File: config.mk
export PLATFORM = sky130hd
export DESIGN_NAME = phase_sequencer
export DESIGN_NICKNAME = d
export VERILOG_FILES = /design/src/rtl/phase_sequencer.sv
export SDC_FILE = /design/constraint.sdc
export NUM_CORES = 1
export LEC_CHECK = 0
export BUFFER_PORTS_ARGS = -buffer_cell sky130_fd_sc_hd__buf_4
export CORE_AREA = 2 2 113 115
export DETAILED_ROUTE_END_ITERATION = 10
export DIE_AREA = 0 0 115 117
export PLACE_DENSITY_LB_ADDON = 0.05
export RECOVER_POWER = 100
export SYNTH_ARGS = -nofsm -noshare
export SYNTH_HDL_FRONTEND = slang
export SYNTH_SLANG_ARGS = --single-unit
File: constraint.sdc
create_clock -name clk -period 5.7 [get_ports clk]
set_clock_uncertainty 0.2 [all_clocks]
set_input_delay 1.14 -clock clk [delete_from_list [all_inputs] [get_ports clk]]
set_output_delay 1.14 -clock clk [all_outputs]
set_load 0.01 [all_outputs]
File: src/rtl/phase_sequencer.sv
// ---------------------------------------------------------------------------
// phase_sequencer
//
// Core phase controller. Walks each instruction through the one-hot phase
// strobes FETCH -> DECODE -> EXECUTE -> MEMORY -> WRITEBACK and feeds
// top_fetch and the later pipeline stages. It handles:
//   - fetch and memory stalls (the FSM holds the phase while the stall is up),
//   - halt after the current instruction, and resume from HALT,
//   - a stall watchdog that forces HALT when one phase stalls too long,
//   - a free-running cycle counter and a retired-instruction counter.
//
// Ports
//   clk             global clock
//   rst_n           asynchronous, active-HIGH reset (legacy name kept)
//   run_en          allows leaving IDLE / chaining from WRITEBACK to FETCH
//   stall_fetch     hold FETCH (only observed in FETCH)
//   stall_memory    hold MEMORY (only observed in MEMORY)
//   halt_req        go to HALT after this instruction (observed in WRITEBACK)
//   resume          leave HALT towards FETCH (observed in HALT)
//   phase_*         one-hot phase strobes, registered
//   inst_retired    one-cycle pulse in the cycle after WRITEBACK
//   halted          high while in HALT
//   stall_timeout   sticky watchdog flag, cleared only by reset
//   cycle_count     clocks since reset, wraps
//   instret_count   retired instructions, wraps
// ---------------------------------------------------------------------------
module phase_sequencer #(
    parameter int CNT_WIDTH   = 64,
    parameter int STALL_LIMIT = 15,
    parameter int STALL_CW    = 4
) (
    input  logic                 clk,
    input  logic                 rst_n,
    input  logic                 run_en,
    input  logic                 stall_fetch,
    input  logic                 stall_memory,
    input  logic                 halt_req,
    input  logic                 resume,
    output logic                 phase_fetch,
    output logic                 phase_decode,
    output logic                 phase_execute,
    output logic                 phase_memory,
    output logic                 phase_writeback,
    output logic                 inst_retired,
    output logic                 halted,
    output logic                 stall_timeout,
    output logic [CNT_WIDTH-1:0] cycle_count,
    output logic [CNT_WIDTH-1:0] instret_count
);

    // Encoding order matters: FETCH..WRITEBACK are 1..5 so that phase bit gi
    // corresponds to state value gi+1 in the strobe decoder below.
    typedef enum logic [2:0] {
        ST_IDLE      = 3'd0,
        ST_FETCH     = 3'd1,
        ST_DECODE    = 3'd2,
        ST_EXECUTE   = 3'd3,
        ST_MEMORY    = 3'd4,
        ST_WRITEBACK = 3'd5,
        ST_HALT      = 3'd6
    } state_t;

    localparam int NUM_PHASES = 5;
    localparam logic [STALL_CW-1:0] STALL_MAX = STALL_CW'(STALL_LIMIT);

    state_t                  state_reg;
    state_t                  state_next;
    logic [STALL_CW-1:0]     stall_cnt_reg;
    logic [STALL_CW-1:0]     stall_cnt_next;
    logic [NUM_PHASES-1:0]   phase_reg;
    logic [NUM_PHASES-1:0]   phase_next;
    logic                    retired_reg;
    logic                    halted_reg;
    logic                    timeout_reg;
    logic [CNT_WIDTH-1:0]    cycle_cnt_reg;
    logic [CNT_WIDTH-1:0]    instret_cnt_reg;

    logic                    stalled;      // current phase's own stall input is up
    logic                    timeout_hit;  // watchdog fires this cycle
    logic                    leaving_wb;   // WRITEBACK always lasts one cycle

    // ------------------------------------------------------------------
    // Next-state logic
    // ------------------------------------------------------------------
    always_comb begin
        state_next  = state_reg;
        stalled     = 1'b0;
        timeout_hit = 1'b0;

        case (state_reg)
            ST_IDLE: begin
                if (run_en) begin
                    state_next = ST_FETCH;
                end
            end
            ST_FETCH: begin
                if (stall_fetch) begin
                    stalled = 1'b1;
                end else begin
                    state_next = ST_DECODE;
                end
            end
            ST_DECODE: begin
                state_next = ST_EXECUTE;
            end
            ST_EXECUTE: begin
                state_next = ST_MEMORY;
            end
            ST_MEMORY: begin
                if (stall_memory) begin
                    stalled = 1'b1;
                end else begin
                    state_next = ST_WRITEBACK;
                end
            end
            ST_WRITEBACK: begin
                // A pending halt beats run_en so that ebreak/ecall stops here.
                if (halt_req) begin
                    state_next = ST_HALT;
                end else if (run_en) begin
                    state_next = ST_FETCH;
                end else begin
                    state_next = ST_IDLE;
                end
            end
            ST_HALT: begin
                if (resume) begin
                    state_next = ST_FETCH;
                end
            end
            default: begin
                state_next = ST_IDLE;
            end
        endcase

        // The counter holds the number of stall cycles already spent in this
        // phase; a further stall once it reaches the limit is one too many.
        if (stalled && (stall_cnt_reg == STALL_MAX)) begin
            timeout_hit = 1'b1;
            state_next  = ST_HALT;
        end

        // Any state change (including a watchdog-forced HALT) clears it.
        if (stalled && !timeout_hit) begin
            stall_cnt_next = stall_cnt_reg + 1'b1;
        end else begin
            stall_cnt_next = '0;
        end
    end

    assign leaving_wb = (state_reg == ST_WRITEBACK);

    // Phase strobes are decoded from the next state so that the registered
    // strobe is exactly aligned with the registered state.
    generate
        for (genvar gi = 0; gi < NUM_PHASES; gi++) begin : g_phase_dec
            assign phase_next[gi] = (state_next == state_t'(3'(gi + 1)));
        end
    endgenerate

    // ------------------------------------------------------------------
    // State and registered outputs
    // ------------------------------------------------------------------
    always_ff @(posedge clk or posedge rst_n) begin
        if (rst_n) begin
            state_reg       <= ST_IDLE;
            stall_cnt_reg   <= '0;
            phase_reg       <= '0;
            retired_reg     <= 1'b0;
            halted_reg      <= 1'b0;
            timeout_reg     <= 1'b0;
            cycle_cnt_reg   <= '0;
            instret_cnt_reg <= '0;
        end else begin
            state_reg     <= state_next;
            stall_cnt_reg <= stall_cnt_next;
            phase_reg     <= phase_next;
            retired_reg   <= leaving_wb;
            halted_reg    <= (state_next == ST_HALT);
            timeout_reg   <= timeout_reg | timeout_hit;
            cycle_cnt_reg <= cycle_cnt_reg + 1'b1;
            if (leaving_wb) begin
                instret_cnt_reg <= instret_cnt_reg + 1'b1;
            end
        end
    end

    assign phase_fetch     = phase_reg[0];
    assign phase_decode    = phase_reg[1];
    assign phase_execute   = phase_reg[2];
    assign phase_memory    = phase_reg[3];
    assign phase_writeback = phase_reg[4];
    assign inst_retired    = retired_reg;
    assign halted          = halted_reg;
    assign stall_timeout   = timeout_reg;
    assign cycle_count     = cycle_cnt_reg;
    assign instret_count   = instret_cnt_reg;

endmodule
# ---- Word level (Yosys, flattened, before mapping)
# Index checks and enable logic that the tools add are counted.
dict set report op_classes {
  add_sub_neg 3
  mul 0
  div_mod_pow 0
  magnitude_cmp 0
  n_eq_ne 13
  shift 0
  mux 13
  bitwise_logic 1
  n_reduce_logical 4
}
# operator n
set op_table {}
lappend op_table {{$add A64 B1 Y64 const B} 2}
lappend op_table {{$pmux W3 S7} 1}
lappend op_table {{$eq A3 B3 Y1 const B} 6}
lappend op_table {{$mux W3} 6}
lappend op_table {{$eq A3 B2 Y1 const B} 4}
lappend op_table {{$eq A3 B1 Y1 const B} 2}
lappend op_table {{$add A4 B1 Y4 const B} 1}
lappend op_table {{$eq A4 B4 Y1 const B} 1}
lappend op_table {{$mux W1} 4}
lappend op_table {{$mux W4} 1}
lappend op_table {{$logic_not A3 Y1} 1}
lappend op_table {{$logic_and A1 B1 Y1} 2}
lappend op_table {{$pmux W1 S2} 1}
lappend op_table {{$logic_not A1 Y1} 1}
lappend op_table {{$or A1 B1 Y1} 1}
dict set report totals {
  reg_bits 143
  latchBits 0
  mem_bits_rw 0
  romBits 0
  elab_cells 42
  mem_count 0
}

# ---- Logic depth before layout (Yosys ltp)
# Gate-level depths: netlist of run 1.
dict set report logic_depth {
  depth_word 7
  mapped_depth 7
  mapped_depth_nobuf 6
}

# ---- Worst setup path before layout of run 1
# Ideal clock, no wire load.
dict set report synth_timing {
  kind {input to register}
  startpoint {in stall_memory}
  endpoint {reg phase_reg[3]}
  setup_time_ns 0.088
  arrival_ns 1.939
  required_ns 5.412
  path_slack_ns 3.473
  stages 5
  path_cell_list {nor2b_1 -> a21oi_1 -> o21ai_0 -> a222oi_1 -> nor3b_1}
}
dict set report synth_between {
  elab_chain_len 5
  elab_cells_between_ends 7
}
# item line
set synth_lines {}
lappend synth_lines {{start, declared} 36} ;# input logic stall_memory,
lappend synth_lines {{$mux W1} 110} ;# if (stall_memory) begin
lappend synth_lines {{$pmux W1 S2} 90} ;# case (state_reg)
lappend synth_lines {{$logic_and A1 B1 Y1} 138} ;# if (stalled && (stall_cnt_reg == STALL_MAX)) begin
lappend synth_lines {{$mux W3 (*)} 138}
lappend synth_lines {{$eq A3 B3 Y1 (*)} 157} ;# assign phase_next[gi] = (state_next == state_t'(3'(gi + 1)));
lappend synth_lines {{net phase_next[3]} 71} ;# logic [NUM_PHASES-1:0] phase_next;
lappend synth_lines {{end signal, assigned} 177} ;# phase_reg <= phase_next;
lappend synth_lines {{end, declared} 70} ;# logic [NUM_PHASES-1:0] phase_reg;
# Mark *: on every way through the listed nets, which the timed path passes. The rest lies on a longest branch.
# A chain may end at the register's enable or synchronous reset.

==> flow_summary.json, run 1 <==
{
  "cts_tree": "done",
  "dpl.hpwl_um": 10200,
  "core_area_sq_mm": 0.01231,
  "h-tree-depth": 4,
  "cts.sinks": 143,
  "leakage_nw": 3.596,
  "synth-seq-cells": 143,
  "async_reset_ff_share_pct": 100.0,
  "synth_cell_types": 41,
  "p_per_area_mw_per_mm2": 298.8,
  "cp-end-kind": "async pin",
  "min_to": "cycle_count[63]$_DFF_PP0_",
  "rsz0062_at_grt": "false",
  "path_buf_inv": 3,
  "ir_drop_mv": 0.2156,
  "pre_cts_slack_ps": 2868,
  "antenna_found_initial": 0,
  "crit_top_cell": "clkbuf_1",
  "setup_viol": 0,
  "clockBufferDepth": 2,
  "cts_resized": 0,
  "violations": "capacitance limit, slew limit",
  "rows": 41,
  "clk_pin_slew_worst_paths_ps": 60,
  "grtUsageTotal_pct": 22.34,
  "max_freq_ghz": 0.2761,
  "hp-class": "reg -> reg",
  "ff2ff_path_depth": 6,
  "worst_ep_required_time_ps": 5600,
  "dieHeight_um": 117,
  "finalMaxSlewViolations": 42,
  "rr_startpoint": "instret_count[0]$_DFFE_PP0N_",
  "netlist_area_sq_mm": 0.006516,
  "period_share_pct": 63.53,
  "ant_nets": 0,
  "crit_slowest_cell": "clkbuf_1",
  "crit_type": "in -> async",
  "cts_setup_buffers": 0,
  "fin_tns_setup_ps": 0,
  "drive_gt1_share_pct": 5.339,
  "clk_latency_ps": 410,
  "cp_max_fo": 103,
  "synth_top_cell_by_area": "dfrtp_1",
  "start_util_pct": 52.93,
  "fill_cells": 1106,
  "tightest_slew_ps": 2088,
  "yosys_warnings": 0,
  "gr-total-overflow": 0,
  "ys_seq_area_share_pct": 54.92,
  "synth_nets": 611,
  "slew_headroom_pct": -39.22,
  "die_w_um": 115,
  "synth-edff-count": 0,
  "layout_setup_ws_ps": 2079,
  "cts_root_buf": "clkbuf_16",
  "syn_inst": 601,
  "drv_cap": 1,
  "viasPerCell": 5.403,
  "r2r-end": "instret_count[46]$_DFFE_PP0N_",
  "cpLargestDelayFamily": "buffers and inverters",
  "synth_top_area_share_pct": 54.92,
  "cts_inserted_buffers": 17,
  "fp.dieArea_sq_mm": 0.01346,
  "worstSetupStartpointType": "input pin",
  "crit_path_cell_trace": "clkbuf_1, inv_6, clkbuf_1",
  "io_buffers": 142,
  "drt-initial-drc-count": 288,
  "avgSynthCellArea_sq_um": 10.84,
  "reg2reg_slack_ps": 2480,
  "grt_pass1_wl_um": 23460,
  "grt_max_degree": 104,
  "hold_depth": 1,
  "drt-total-wl_um": 14610,
  "status": "finished with violations",
  "worstPathArrival_ps": 3520,
  "diodes": 0,
  "vias": 4960,
  "fin_nets": 766,
  "cts_hold_buf": 0,
  "drc_errors": 0,
  "slowest_delay_ps": 1560,
  "min_period_ps": 3621,
  "gp_congestion": 0.8918,
  "ys.flop_type": "dfrtp_1",
  "hold_start": "cycle_count[63]$_DFF_PP0_",
  "synth_area_leaders": "dfrtp_1 (55%), xor2_1 (9.3%), xnor2_1 (7.7%), nand3_1 (3.4%), nand2_1 (3.0%)",
  "wire_per_inst_um": 15.91,
  "hold_violations": 0,
  "first_pass_iters": 4,
  "syn2layout_area_growth_pct": 17.91,
  "io_pins": 143,
  "grt_pass1_vias": 4644
}
## where the power goes
part	total, mW	leakage [nW]	internal (mW)	switching, mW
Combinational	0.176	1.36	0.0660	0.110
Sequential	1.10	1.97	1.06	0.0458
Clock	1.01	0.264	0.616	0.398
Total	2.30	3.60	1.74	0.555
## worst max path at each step
stage	start	to	slack [ps]	depth (start not counted)
6_report	rst_n	instret_count[19]$_DFFE_PP0N_	2080	3
5_1_grt	rst_n	instret_count[11]$_DFFE_PP0N_	1390	3
4_1_cts	instret_count[0]$_DFFE_PP0N_	instret_count[52]$_DFFE_PP0N_	2860	6
3_5_place_dp	instret_count[0]$_DFFE_PP0N_	instret_count[52]$_DFFE_PP0N_	2870	6
3_3_place_gp	rst_n	stall_cnt_reg[0]$_DFF_PP0_	3000	3
2_1_floorplan	rst_n	cycle_count[0]$_DFF_PP0_	520	1
## synthesized netlist by cell type, drive strengths merged, types with 3 or more instances
library cell,instances
or2,3
nor3,33
dfrtp,143
buf,3
nand2,52
and3,20
and4,13
nor2b,4
xnor2,57
inv,25
o21ai,4
xor2,69
nand3,45
nand4,33
nor2,49
ha,3
clkbuf,4
nor4,14
a21oi,4
nand2b,3
nor3b,5
## metal layers
metal	GRT usage (%)	wire length, um	share of wire, %	up-vias
li1	-	-	-	2386
met1	32.03	7080	48	2423
met2	33.88	6583	45	134
met3	5.458	735	5.0	17
met4	7.068	206	1.4	0
met5	0	0	0	-
## through the flow
step / hold slack [ps] / total power, mW / utilization (%) / area [sq um] / instances
after global routing: 287.8 / 2.388 / 62.41 / 7684 / 918
final: 263.2 / 2.296 / 62.41 / 7684 / 918
after CTS: 270.6 / 2.341 / 67.23 / 8277 / 918
after floorplan: 249.1 / 1.246 / - / 6516 / 601
after global placement: 258.7 / 1.315 / 62.89 / 7742 / 887
after detailed placement: 254.6 / 1.325 / 62.89 / 7742 / 887
## worst reg2reg max path, cell delays in order, from the launching register on
cell and delay, ps:
dfrtp_1 420, ha_1 190, nand4_1 120, nor4_1 780, nand4_1 750, nor3_1 500, xor2_1 190
## cell families after synthesis
family,after synthesis,share of synthesized area (%)
fa+ha+maj,3,0.5761
mux,1,0.1728
flops,143,54.92
simple gates,284,24.25
buf+inv,32,2.054
compound gates,12,1.095
xor+xnor,126,16.94
## final cells by class
cell class	instances	area, sq um	share of cell area [%]
flip-flops and latches	143	3578	46.57
multi-input cells	426	2736	35.61
repair buffers	143	548.0	7.132
clock buffers	24	471.7	6.139
well taps	150	187.7	2.443
inverters	25	98.84	1.286
clock inverters	7	62.56	0.8142
## layout by cell type, fill, tap and decap left out, drive strengths merged, types with 2 or more instances in the layout
master,n
nand3,45
nor4b,2
ha,3
nor2,49
dfrtp,143
nor2b,4
and3,20
inv,25
buf,3
clkbuf,164
and4,13
nand4,33
nor3,33
nand3b,2
nand2b,3
xor2,69
nor3b,5
nand2,52
nor4,14
o21ai,4
a21oi,4
or4,2
xnor2,57
or2,3
clkinv,5
(Power assumes the default switching activity.)
==> run 2: changes to the inputs <==
==> constraint.sdc (replaced) <==
create_clock -name clk -period 3.6 [get_ports clk]
set_clock_uncertainty 0.2 [all_clocks]
set_input_delay 0.72 -clock clk [delete_from_list [all_inputs] [get_ports clk]]
set_output_delay 0.72 -clock clk [all_outputs]
set_load 0.01 [all_outputs]
==> flow_summary.json, run 2 (synthesized netlist as in run 1, its figures left out) <==
{
  "slowest_delay_ps": 770,
  "fill_cells": 1123,
  "finalMaxSlewViolations": 144,
  "wire_per_inst_um": 15.79,
  "crit_type": "reg -> reg",
  "ant_nets": 0,
  "drc_errors": 0,
  "cts_setup_buffers": 0,
  "drt-initial-drc-count": 355,
  "violations": "capacitance limit, slew limit",
  "clk_latency_ps": 410,
  "cts_hold_buf": 0,
  "grt_max_degree": 144,
  "setup_viol": 0,
  "crit_path_cell_trace": "ha_1, nand4_1, nor4_1, nand4_1, buf_4, nor4_1, xor2_1",
  "wl_met3_um": 844,
  "hold_ws_ps": 274.7,
  "cts_resized": 0,
  "worstPathArrival_ps": 2870,
  "dp_cells": 889,
  "wl_met2_um": 6613,
  "dpl.hpwl_um": 10150,
  "crit_path_start": "instret_count[0]$_DFFE_PP0N_",
  "cp_max_fo": 13,
  "leakage_nw": 3.658,
  "p_per_area_mw_per_mm2": 496.6,
  "layout_setup_ws_ps": 864.7,
  "cts_tree": "done",
  "min_period_ps": 2735,
  "cpLargestDelayFamily": "simple AND/OR/NAND/NOR gates",
  "antenna_found_initial": 0,
  "drive_gt1_share_pct": 6.874,
  "io_pins": 143,
  "drv_cap": 1,
  "core_area_sq_mm": 0.01231,
  "diodes": 0,
  "layout_commonest_cell": "dfrtp_1",
  "drt-total-wl_um": 14540,
  "viasPerCell": 5.353,
  "rsz0062_at_grt": "false",
  "io_buffers": 142,
  "tightest_slew_ps": 1914,
  "power.total_mw": 3.880,
  "gr-total-overflow": 0,
  "clk_pin_slew_worst_paths_ps": 60,
  "cp-end-kind": "flop",
  "slew_headroom_pct": -27.61,
  "hold_violations": 0,
  "grtUsageTotal_pct": 22.48,
  "die_w_um": 115,
  "worstSetupStartpointType": "flop",
  "cts_root_buf": "clkbuf_16",
  "hp-class": "reg -> reg",
  "gp_congestion": 0.8548,
  "first_pass_iters": 4,
  "top_layer_used": "met4",
  "status": "finished with violations",
  "grt_pass1_vias": 4717,
  "cts_inserted_buffers": 17,
  "worst_ep_required_time_ps": 3740,
  "finalNonFillerCells": 921,
  "period_share_pct": 75.98,
  "pre_cts_slack_ps": 1002,
  "rows": 41,
  "ir_drop_mv": 0.3716,
  "h-tree-depth": 4,
  "dieHeight_um": 117,
  "max_freq_ghz": 0.3656,
  "cts.sinks": 143,
  "syn2layout_area_growth_pct": 19.91,
  "clockBufferDepth": 2,
  "vias": 4930,
  "hold_start": "stall_timeout$_DFF_PP0_",
  "fin_tns_setup_ps": 0,
  "grt_pass1_wl_um": 23660,
  "crit_slowest_cell": "nor4_1",
  "met1_length_um": 6896,
  "fin_nets": 768,
  "layout_common_cells": "dfrtp_1 (143), clkbuf_1 (137), xor2_1 (69)",
  "rr_startpoint": "instret_count[0]$_DFFE_PP0N_",
  "path_buf_inv": 1,
  "fp.dieArea_sq_mm": 0.01346,
  "start_util_pct": 52.93
}
[run 2: changes by cell type in the layout (fill, tap and decap cells not counted), sizes merged]
cell      previous run  this run
inv                 25        24
buf                  3         6
bufinv               1         3
clkinv               5         4
clkbuf             164       162
clkinvlp             1         3
[run 2: area by class of cell]
type	count	area [sq um]	area share, %
multi-input combinational	426	2741	35.08
sequential	143	3578	45.80
clock buffer	23	508.0	6.501
tap	150	187.7	2.402
clock inverter	9	128.9	1.649
inverter	25	95.09	1.217
timing repair buffer	145	574.3	7.350
[run 2: metrics by stage]
stage	instance area (sq um)	util, %
global placement	7769	63.10
CTS	8406	68.27
finish	7814	63.47
global route	7814	63.47
floorplan	6520	-
detailed placement	7769	63.10
[run 2: power breakdown]
part / leakage (nW) / total [mW] / internal [mW] / switching (mW)
registers: 1.97 / 1.75 / 1.68 / 0.0731
logic: 1.38 / 0.277 / 0.106 / 0.171
clock network: 0.311 / 1.85 / 1.20 / 0.655
total: 3.66 / 3.88 / 2.98 / 0.899
[run 2: final timing paths]
path | slack [ps] | depth (start not counted) | endpoint
worst max-delay path | 860 | 7 | instret_count[52]$_DFFE_PP0N_
worst min-delay path | 270 | 1 | stall_timeout$_DFF_PP0_
min in group asynchronous | 800 | 3 | cycle_count[0]$_DFF_PP0_
max in group asynchronous | 1180 | 3 | cycle_count[51]$_DFF_PP0_
worst min register to register | 270 | 1 | stall_timeout$_DFF_PP0_
worst max register to register | 860 | 7 | instret_count[52]$_DFFE_PP0N_
[run 2: metal layers]
layer  GRT usage, %  up-vias
li1               -     2394
met1          32.22     2402
met2          32.27      120
met3          7.003       14
met4          8.434        0
met5              0        -
==> run 3: changes to the inputs <==
--- a/config.mk
+++ b/config.mk
@@ -5,10 +5,11 @@
 export SDC_FILE = /design/constraint.sdc
 export NUM_CORES = 1
 export LEC_CHECK = 0
+export ABC_AREA = 1
 export BUFFER_PORTS_ARGS = -buffer_cell sky130_fd_sc_hd__buf_4
-export CORE_AREA = 2 2 113 115
+export CORE_AREA = 2 2 123 125
 export DETAILED_ROUTE_END_ITERATION = 10
-export DIE_AREA = 0 0 115 117
+export DIE_AREA = 0 0 125 127
 export PLACE_DENSITY_LB_ADDON = 0.05
 export RECOVER_POWER = 100
 export SYNTH_ARGS = -nofsm -noshare
==> constraint.sdc (replaced) <==
create_clock -name clk -period 2.72 [get_ports clk]
set_clock_uncertainty 0.2 [all_clocks]
set_input_delay 0.544 -clock clk [delete_from_list [all_inputs] [get_ports clk]]
set_output_delay 0.544 -clock clk [all_outputs]
set_load 0.01 [all_outputs]
==> flow_summary.json, run 3 <==
{
  "max_freq_ghz": 0.4271,
  "cp_max_fo": 6,
  "ys.flop_type": "dfrtp_1",
  "core_area_sq_mm": 0.01442,
  "leakage_nw": 3.889,
  "layout_commonest_cell": "nand2_1",
  "cpLargestDelayFamily": "simple AND/OR/NAND/NOR gates",
  "seqCellArea_sq_mm": 0.003578,
  "post-synth-top-count-cell": "nand2_1",
  "io_buffers": 142,
  "synth_area_leaders": "dfrtp_1 (44%), nand2_1 (15%), nor2_1 (9.6%), inv_1 (5.3%), xor2_1 (4.8%)",
  "synth_common_cells": "nand2_1 (330), nor2_1 (208), dfrtp_1 (143), inv_1 (115), nand3_1 (70)",
  "drt-initial-drc-count": 645,
  "grt_pass1_wl_um": 38590,
  "fp.dieArea_sq_mm": 0.01588,
  "crit_path_cell_trace": "nand3_1, nor2_1, nand2_1, nor2_1, nand3_1, xor2_1",
  "ys_seq_area_share_pct": 43.85,
  "tightest_slew_ps": 1107,
  "diodes": 0,
  "fin_tns_setup_ps": 0,
  "async_reset_ff_share_pct": 100.0,
  "grt_max_degree": 81,
  "clk_latency_ps": 420,
  "utilization_pct": 65.61,
  "power.total_mw": 5.148,
  "finalMaxSlewViolations": 0,
  "crit_slowest_cell": "dfrtp_1",
  "h-tree-depth": 4,
  "syn2layout_area_growth_pct": 15.98,
  "min_period_ps": 2342,
  "clk_pin_slew_worst_paths_ps": 60,
  "layout_setup_ws_ps": 378.5,
  "cts_setup_buffers": 0,
  "netlist_area_sq_mm": 0.008160,
  "hp-class": "in -> reg",
  "cts_tree": "done",
  "ir_drop_mv": 0.5112,
  "crit_type": "reg -> reg",
  "cts_root_buf": "clkbuf_16",
  "fin_nets": 1278,
  "hold_violations": 0,
  "avgSynthCellArea_sq_um": 7.392,
  "drt-total-wl_um": 24090,
  "first_pass_iters": 6,
  "clockBufferDepth": 2,
  "reg2reg_slack_ps": 380,
  "path_buf_inv": 0,
  "synth_cell_types": 31,
  "synth_top_cell_by_area": "dfrtp_1",
  "cp-end-kind": "flop",
  "wire_per_inst_um": 16.45,
  "synth_top_area_share_pct": 43.85,
  "gr-total-overflow": 0,
  "vias": 7774,
  "hold_ws_ps": 99.94,
  "syn_inst": 1104,
  "antenna_found_initial": 0,
  "pre_cts_slack_ps": 570.4,
  "yosys_warnings": 0,
  "slew_headroom_pct": 26.21,
  "worstSetupStartpointType": "flop",
  "rows": 44,
  "cts_inserted_buffers": 17,
  "dieHeight_um": 127,
  "cts_resized": 0,
  "synth-seq-cells": 143,
  "grt_pass1_vias": 7598,
  "status": "complete, no violations",
  "grtUsageTotal_pct": 31.18,
  "worstPathArrival_ps": 2450,
  "drc_errors": 0,
  "die_w_um": 125,
  "synth-edff-count": 0,
  "start_util_pct": 56.58,
  "viasPerCell": 5.310,
  "rsz0062_at_grt": "false",
  "cts.sinks": 143,
  "drive_gt1_share_pct": 4.531,
  "slowest_delay_ps": 450,
  "setup_viol": 0,
  "drv_cap": 0,
  "period_share_pct": 86.09,
  "multi_input_area_sq_mm": 0.004000,
  "worst_ep_required_time_ps": 2830,
  "gp_congestion": 1.006,
  "fill_cells": 1405,
  "p_per_area_mw_per_mm2": 544.0,
  "synth_nets": 1114,
  "dpl.hpwl_um": 19100,
  "cts_hold_buf": 1,
  "io_pins": 143,
  "ant_nets": 0,
  "layout_common_cells": "nand2_1 (331), nor2_1 (219), dfrtp_1 (143)"
}
## run 3: stage by stage
step	instances	area, sq um
floorplan	1104	8164
global placement	1432	9484
detailed placement	1432	9484
CTS	1464	10110
global route	1464	9464
finish	1464	9464
## run 3: final cells by class
type	count	share of cell area [%]
Multi-Input combinational cell	841	42.27
Tap cell	184	2.433
Sequential cell	143	37.81
Clock inverter	9	1.401
Timing Repair Buffer	148	6.319
Inverter	117	4.654
Clock buffer	22	5.116
## run 3: cell families after synthesis
| group | count (synthesis) | synth area share, % |
|---|---|---|
| AOI/OAI and AO/OA | 19 | 1.165 |
| xor gates and xnor gates | 87 | 9.338 |
| adders and majority gates | 3 | 0.4600 |
| buffers and inverters | 120 | 5.704 |
| DFF | 143 | 43.85 |
| and+or+nand+nor | 732 | 39.48 |
## run 3: routing by layer
layer / routed length (um) / up-vias / track usage [%]
met5: 0 / - / 0
met1: 9773 / 3567 / 37.97
met3: 1385 / 81 / 5.109
li1: - / 3802 / -
met2: 11620 / 324 / 53.64
met4: 1309 / 0 / 16.47
## run 3: path summary, 6_finish.rpt
check                                               from                            end  cells after the start
worst min-delay path                         stall_fetch         phase_reg[1]$_DFF_PP0_                      2
worst max register to register  cycle_count[0]$_DFF_PP0_      cycle_count[33]$_DFF_PP0_                      6
min in group asynchronous                          rst_n       cycle_count[1]$_DFF_PP0_                      3
max in group asynchronous                          rst_n  instret_count[38]$_DFFE_PP0N_                      4
worst min register to register   stall_timeout$_DFF_PP0_        stall_timeout$_DFF_PP0_                      1
worst max-delay path            cycle_count[0]$_DFF_PP0_      cycle_count[33]$_DFF_PP0_                      6
## run 3: power by group
part / switching, mW / leakage, nW / internal, mW
Sequential: 0.0745 / 1.97 / 2.21
Combinational: 0.299 / 1.63 / 0.129
Clock: 0.900 / 0.286 / 1.53
Total: 1.27 / 3.89 / 3.87
## run 3: worst reg2reg max path, delay by kind of cell (launching register included)
| family | cells | cell delay (ps) |
|---|---|---|
| xor gates and xnor gates | 1 | 160 |
| DFF | 1 | 450 |
| and+or+nand+nor | 5 | 1410 |
